[src/rtl/osc_bank_anasymod_if.sv]
// osc_bank_anasymod_if: timestep negotiation and per-channel control/status bundle for the oscillator bank.
//   __emu_dt     : timestep applied this cycle (environment -> bank)
//   __emu_dt_req : timestep requested by the bank (bank -> environment)
//   en           : per-channel run enable
//   t_lo, t_hi   : per-channel low/high phase durations, channel i at [i*DT_WIDTH +: DT_WIDTH]
//   clk_val, cke : per-channel level and edge strobe
//   err          : sticky timestep-overrun flag
`ifndef DT_WIDTH
`define DT_WIDTH 32
`endif
interface osc_bank_anasymod_if #(
    parameter int N_CH     = 4,
    parameter int DT_WIDTH = `DT_WIDTH
);
    logic [DT_WIDTH-1:0]      __emu_dt;
    logic [DT_WIDTH-1:0]      __emu_dt_req;
    logic [N_CH-1:0]          en;
    logic [N_CH*DT_WIDTH-1:0] t_lo;
    logic [N_CH*DT_WIDTH-1:0] t_hi;
    logic [N_CH-1:0]          clk_val;
    logic [N_CH-1:0]          cke;
    logic                     err;
    modport master (
        output __emu_dt, en, t_lo, t_hi,
        input  __emu_dt_req, clk_val, cke, err
    );
    modport slave (
        input  __emu_dt, en, t_lo, t_hi,
        output __emu_dt_req, clk_val, cke, err
    );
endinterface

[src/rtl/osc_bank_anasymod.sv]
// osc_bank_anasymod: bank of N_CH event-driven square-wave oscillators with timestep request/overrun tracking.
//   __emu_clk   : emulator clock, all state on its rising edge
//   __emu_rst_n : asynchronous active-low reset
//   bus         : osc_bank_anasymod_if slave (dt/dt_req, en, t_lo/t_hi, clk_val, cke, err)
`ifndef DT_WIDTH
`define DT_WIDTH 32
`endif
module osc_bank_anasymod #(
    parameter int N_CH     = 4,
    parameter int DT_WIDTH = `DT_WIDTH
) (
    input logic               __emu_clk,
    input logic               __emu_rst_n,
    osc_bank_anasymod_if.slave bus
);
    typedef enum logic {IDLE, RUN} state_t;

    state_t [N_CH-1:0]                state, state_nxt;
    logic   [N_CH-1:0][DT_WIDTH-1:0]  rem, rem_nxt;
    logic   [N_CH-1:0]                lvl, lvl_nxt;
    logic   [N_CH-1:0]                cke_c;
    logic   [DT_WIDTH-1:0]            req;
    logic                             err_q, err_nxt;

    // zero durations would stall time; treat them as the smallest step
    function automatic logic [DT_WIDTH-1:0] clamp1(input logic [DT_WIDTH-1:0] d);
        return (d == '0) ? DT_WIDTH'(1) : d;
    endfunction

    always_ff @(posedge __emu_clk or negedge __emu_rst_n) begin
        if (!__emu_rst_n) begin
            state <= {N_CH{IDLE}};
            rem   <= '0;
            lvl   <= '0;
            err_q <= 1'b0;
        end else begin
            state <= state_nxt;
            rem   <= rem_nxt;
            lvl   <= lvl_nxt;
            err_q <= err_nxt;
        end
    end

    always_comb begin
        state_nxt = state;
        rem_nxt   = rem;
        lvl_nxt   = lvl;
        err_nxt   = err_q;
        cke_c     = '0;
        req       = '1;
        for (int i = 0; i < N_CH; i++) begin
            if (state[i] == IDLE) begin
                if (bus.en[i]) begin
                    state_nxt[i] = RUN;
                    rem_nxt[i]   = clamp1(bus.t_lo[i*DT_WIDTH +: DT_WIDTH]);
                    lvl_nxt[i]   = 1'b0;
                end
            end else if (!bus.en[i]) begin
                // disable wins over an edge falling in the same cycle
                state_nxt[i] = IDLE;
                rem_nxt[i]   = '0;
                lvl_nxt[i]   = 1'b0;
            end else if (bus.__emu_dt >= rem[i]) begin
                // edge: excess time beyond rem is dropped, only flagged
                cke_c[i]   = 1'b1;
                lvl_nxt[i] = ~lvl[i];
                rem_nxt[i] = lvl[i] ? clamp1(bus.t_lo[i*DT_WIDTH +: DT_WIDTH])
                                    : clamp1(bus.t_hi[i*DT_WIDTH +: DT_WIDTH]);
                err_nxt    = err_nxt | (bus.__emu_dt > rem[i]);
            end else begin
                rem_nxt[i] = rem[i] - bus.__emu_dt;
            end
            if (state[i] == RUN && rem[i] < req)
                req = rem[i];
        end
    end

    assign bus.__emu_dt_req = req;
    assign bus.clk_val      = lvl;
    assign bus.cke          = cke_c;
    assign bus.err          = err_q;
endmodule

[src/flat_wrapper.sv]
// flat-port wrapper written by rule: the top's interface ports become plain ports
module osc_bank_anasymod_flat 
#(
    parameter int N_CH     = 4,
    parameter int DT_WIDTH = `DT_WIDTH
)
  (__emu_clk, __emu_rst_n, bus___emu_dt, bus_en, bus_t_lo, bus_t_hi, bus___emu_dt_req, bus_clk_val, bus_cke, bus_err);
  osc_bank_anasymod_if #(.N_CH(N_CH), .DT_WIDTH(DT_WIDTH)) bus_i ();
  input logic __emu_clk;
  input logic __emu_rst_n;
  input wire logic [$bits(bus_i.__emu_dt)-1:0] bus___emu_dt;
  input wire logic [$bits(bus_i.en)-1:0] bus_en;
  input wire logic [$bits(bus_i.t_lo)-1:0] bus_t_lo;
  input wire logic [$bits(bus_i.t_hi)-1:0] bus_t_hi;
  output wire logic [$bits(bus_i.__emu_dt_req)-1:0] bus___emu_dt_req;
  output wire logic [$bits(bus_i.clk_val)-1:0] bus_clk_val;
  output wire logic [$bits(bus_i.cke)-1:0] bus_cke;
  output wire logic [$bits(bus_i.err)-1:0] bus_err;
  assign bus_i.__emu_dt = bus___emu_dt;
  assign bus_i.en = bus_en;
  assign bus_i.t_lo = bus_t_lo;
  assign bus_i.t_hi = bus_t_hi;
  assign bus___emu_dt_req = bus_i.__emu_dt_req;
  assign bus_clk_val = bus_i.clk_val;
  assign bus_cke = bus_i.cke;
  assign bus_err = bus_i.err;
  osc_bank_anasymod #(.N_CH(N_CH), .DT_WIDTH(DT_WIDTH)) u_core (.__emu_clk(__emu_clk), .__emu_rst_n(__emu_rst_n), .bus(bus_i));
endmodule
[config.mk]
export PLATFORM = sky130hd
export DESIGN_NAME = osc_bank_anasymod_flat
export DESIGN_NICKNAME = d
export VERILOG_FILES = /design/src/rtl/osc_bank_anasymod_if.sv /design/src/rtl/osc_bank_anasymod.sv /design/src/flat_wrapper.sv
export SDC_FILE = /design/constraint.sdc
export NUM_CORES = 1
export LEC_CHECK = 0
export CORE_MARGIN = 1
export CORE_UTILIZATION = 60
export DETAILED_ROUTE_END_ITERATION = 8
export DONT_BUFFER_PORTS = 1
export PLACE_DENSITY = 0.78
export SLEW_MARGIN = 20
export SYNTH_ARGS = -nofsm -noshare
export SYNTH_HDL_FRONTEND = slang
export SYNTH_SLANG_ARGS = --single-unit
[constraint.sdc]
create_clock -name __emu_clk -period 11.5 [get_ports __emu_clk]
set_input_delay 3.45 -clock __emu_clk [delete_from_list [all_inputs] [get_ports __emu_clk]]
set_output_delay 3.45 -clock __emu_clk [all_outputs]
set_load 0.03 [all_outputs]
==> metrics <==
met3 WL post-DR=9940 um; initial core utilization=0.611; Slew Viols, Final=0; Tot GR Track Use=0.478; Layout Cells excl Fill=approximately 2,900; largest net degree at the start of global routing=about 140; cell taking the most area after synthesis=dfrtp_1; Post-synth EDFFs=0; DR top layer=met5; hold_sp=u_core.rem[0]$_DFFE_PN0P_; Core ar.=30,700 sq um; Final min period=roughly 12,000 ps; PwrDens=approximately 180 nW/um^2; initial antenna violation count=2; Final Skew=10.5 ps; placed cell count=between 2,000 and 3,000; Mapped Area=around 19,000 sq um; Port Buf Inserts=0; total number of vias=21,000; total CTS buffers=17; worst-skew pair later-pin latency=470 ps; Max VDD drop=between 150 and 200 uV; mean post-synth cell area=~7.9 sq um; chip height=between 150 and 200 um; leakage=roughly 10 nW; Top FF cell, synth=dfrtp_1; CTS max path bufs=2; vias in the first global route=a little under 20,000; # rows=64; CTS tree=yes; CTS clk-pin slew, worst paths=about 60 ps; Tot Pwr=roughly 4.1 mW; synth unique cells=roughly 90; Hold Crit Endpoint=u_core.rem[0]$_DFFE_PN0P_; Syn Inst Count=2,376; DRT iter0 DRCs=2,448; final setup fails=32; ANT nets after route=0; most common cell after layout, fill and taps aside=nor2_1; status=complete, but fails checks; Worst R2R Setup Slack=6400 ps; Crit Path Max Fanout=8; Setup TNS=-10,320 ps; share of cells above drive strength 1=0.166; Routability Congestion=~1.1; Worst setup EP type=output port; cell depth of the worst hold path=3; startpoint types=register; Post-Syn Nets=roughly 2,900; Synth Area in Compound Gates=0.280; CTS Hold Buffers Added=0; DP HPWL=58,800 um; total gr overflow=0; RSZ-0062 raised after global routing=yes; XOR/XNOR share of the synthesized area=0.0495; synth top area cells=dfrtp_1 18%, ha_1 15%, mux2i_1 10%; Slowest-stage cell, CP=or4_4; final period utilization=1.03; flops & latches, synth=roughly 140; R2R cell count=16; FF-to-FF End=u_core.rem[79]$_DFFE_PN0P_; Synth Area in Adders=0.150; final hold violation count=0; top cell type's share of synthesized area=0.183; largest family of logic cells by synthesized area=compound AO/OA/AOI/OAI gates; signal arrival time at the worst endpoint=8400 ps; Worst path max stage delay=550 ps; type of the most critical hold path=register to register; fmax=about 84 MHz; Via-to-Cell Ratio=just over 7; CP required=8050 ps; number of top-level pins=approximately 340; simple-gate area share of the yosys netlist=0.179; final core occ=0.731; number of remaining DRC errors=0; area grow syn2layout=19.6%; root buffer cell=clkbuf_16; worst setup margin=-349 ps; Worst R2R Start=u_core.rem[64]$_DFFE_PN0P_; clock sinks=around 140; WS Path Type=register to output port; Post-Route WL=slightly below 80,000 um; Yosys warning count=0; number of max-cap violations=0; global-route wire length before repair=114,000 um; H-tree depth=4; fraction of registers with async set or reset after synthesis=1.00; Die Wd=179 um; Post-Route M1 WL=30,800 um; met2 WL=roughly 33,000 um; die area=approximately 32,000 sq um; routed wire length per instance=27.1 um; DR pass1 iterations=7; worst slew pin tran=around 1100 ps; most frequent cells in the layout=201 x nor2_1, 199 x ha_1, 198 x a21oi_1; mux contribution to synthesized area=0.107; nets=3,003; Worst slew margin=0.271; failing checks=negative setup slack; Seq/Total Area, Yosys=0.183
==> kinds of logic after synthesis <==
family | after synthesis
AOI/OAI and AO/OA | 793
and+or+nand+nor | 676
buffers and inverters | 242
adders and majority gates | 222
muxes | 200
DFF | 137
xor gates and xnor gates | 106
==> metal layers <==
layer  vias up  GRT usage
met3       291      0.143
met5         -    0.00641
li1       9255          -
met4         4      0.278
met2      1506      0.701
met1      9977      0.618
==> what timing repair did <==
action | CTS | global route
cloned | 7 | 2
setup buffers | 43 | 6
pin swaps | 39 | 32
endpoints found under the setup margin | 32 | 32
gates resized for setup | 145 | 29
==> stage by stage <==
step	hold slack (ps)	worst slack, ps	cell area [sq um]
3_3_place_gp	583	-59.7	20400
6_report	605	-349	22400
3_5_place_dp	590	-452	20400
5_1_grt	641	-683	22400
2_1_floorplan	493	6.82	19100
4_1_cts	606	-217	22200
==> report_power, final <==
group	switching [mW]	internal (mW)
logic	1.54	1.20
clock network	0.249	0.345
registers	0.195	0.574
==> cell usage after synthesis, types with 14 or more instances <==
cell type	count
a21o_1	83
inv_1	134
o22ai_1	51
a31oi_1	34
o21bai_1	25
a21oi_1	223
o21ai_0	128
xnor2_1	71
o32ai_1	15
xor2_1	35
a22oi_1	20
nor4_1	74
ha_1	218
nor2_1	224
nor3_1	37
o211ai_1	14
a221oi_1	29
dfrtp_1	137
nand4_1	59
a221o_1	15
mux2i_1	190
o21a_1	32
clkbuf_1	78
nand3_1	36
a22o_1	14
nand2_1	131
nand2b_1	17
nor2b_1	23
==> final cells by class <==
| class | count | area, sq um |
|---|---|---|
| clock inverter | 11 | 149 |
| antenna | 2 | 5.00 |
| tap | 396 | 495 |
| inverter | 136 | 510 |
| multi-input combinational | 1997 | 15500 |
| timing repair buffer | 198 | 1880 |
| sequential | 137 | 3430 |
| clock buffer | 20 | 447 |
| fill | 2369 | 8260 |
==> registers in the layout (all words and copies together), names as in the netlist <==
signal and flops:
u_core.bus.clk_val 4, u_core.bus.err 1, u_core.rem 128, u_core.state 4
==> worst max-delay path: cells and delay by family (launching register included) <==
| family | cells | cell delay (ps) |
|---|---|---|
| flops | 1 | 350 |
| buf+inv | 10 | 1310 |
| compound gates | 15 | 2610 |
| simple gates | 15 | 2540 |
| mux | 2 | 460 |
| fa+ha+maj | 3 | 640 |
==> worst max path at each step <==
stage	slack [ps]	from	endpoint	depth (start not counted)
floorplan	7	u_core.rem[1]$_DFFE_PN0P_	bus___emu_dt_req[10]	35
global placement	-60	u_core.rem[12]$_DFFE_PN0P_	bus___emu_dt_req[11]	36
detailed placement	-450	u_core.rem[13]$_DFFE_PN0P_	bus___emu_dt_req[0]	40
CTS	-220	u_core.rem[15]$_DFFE_PN0P_	bus___emu_dt_req[0]	40
global route	-680	u_core.rem[6]$_DFFE_PN0P_	bus___emu_dt_req[28]	45
finish	-350	u_core.rem[28]$_DFFE_PN0P_	bus___emu_dt_req[28]	45
(Power assumes the default switching activity.)
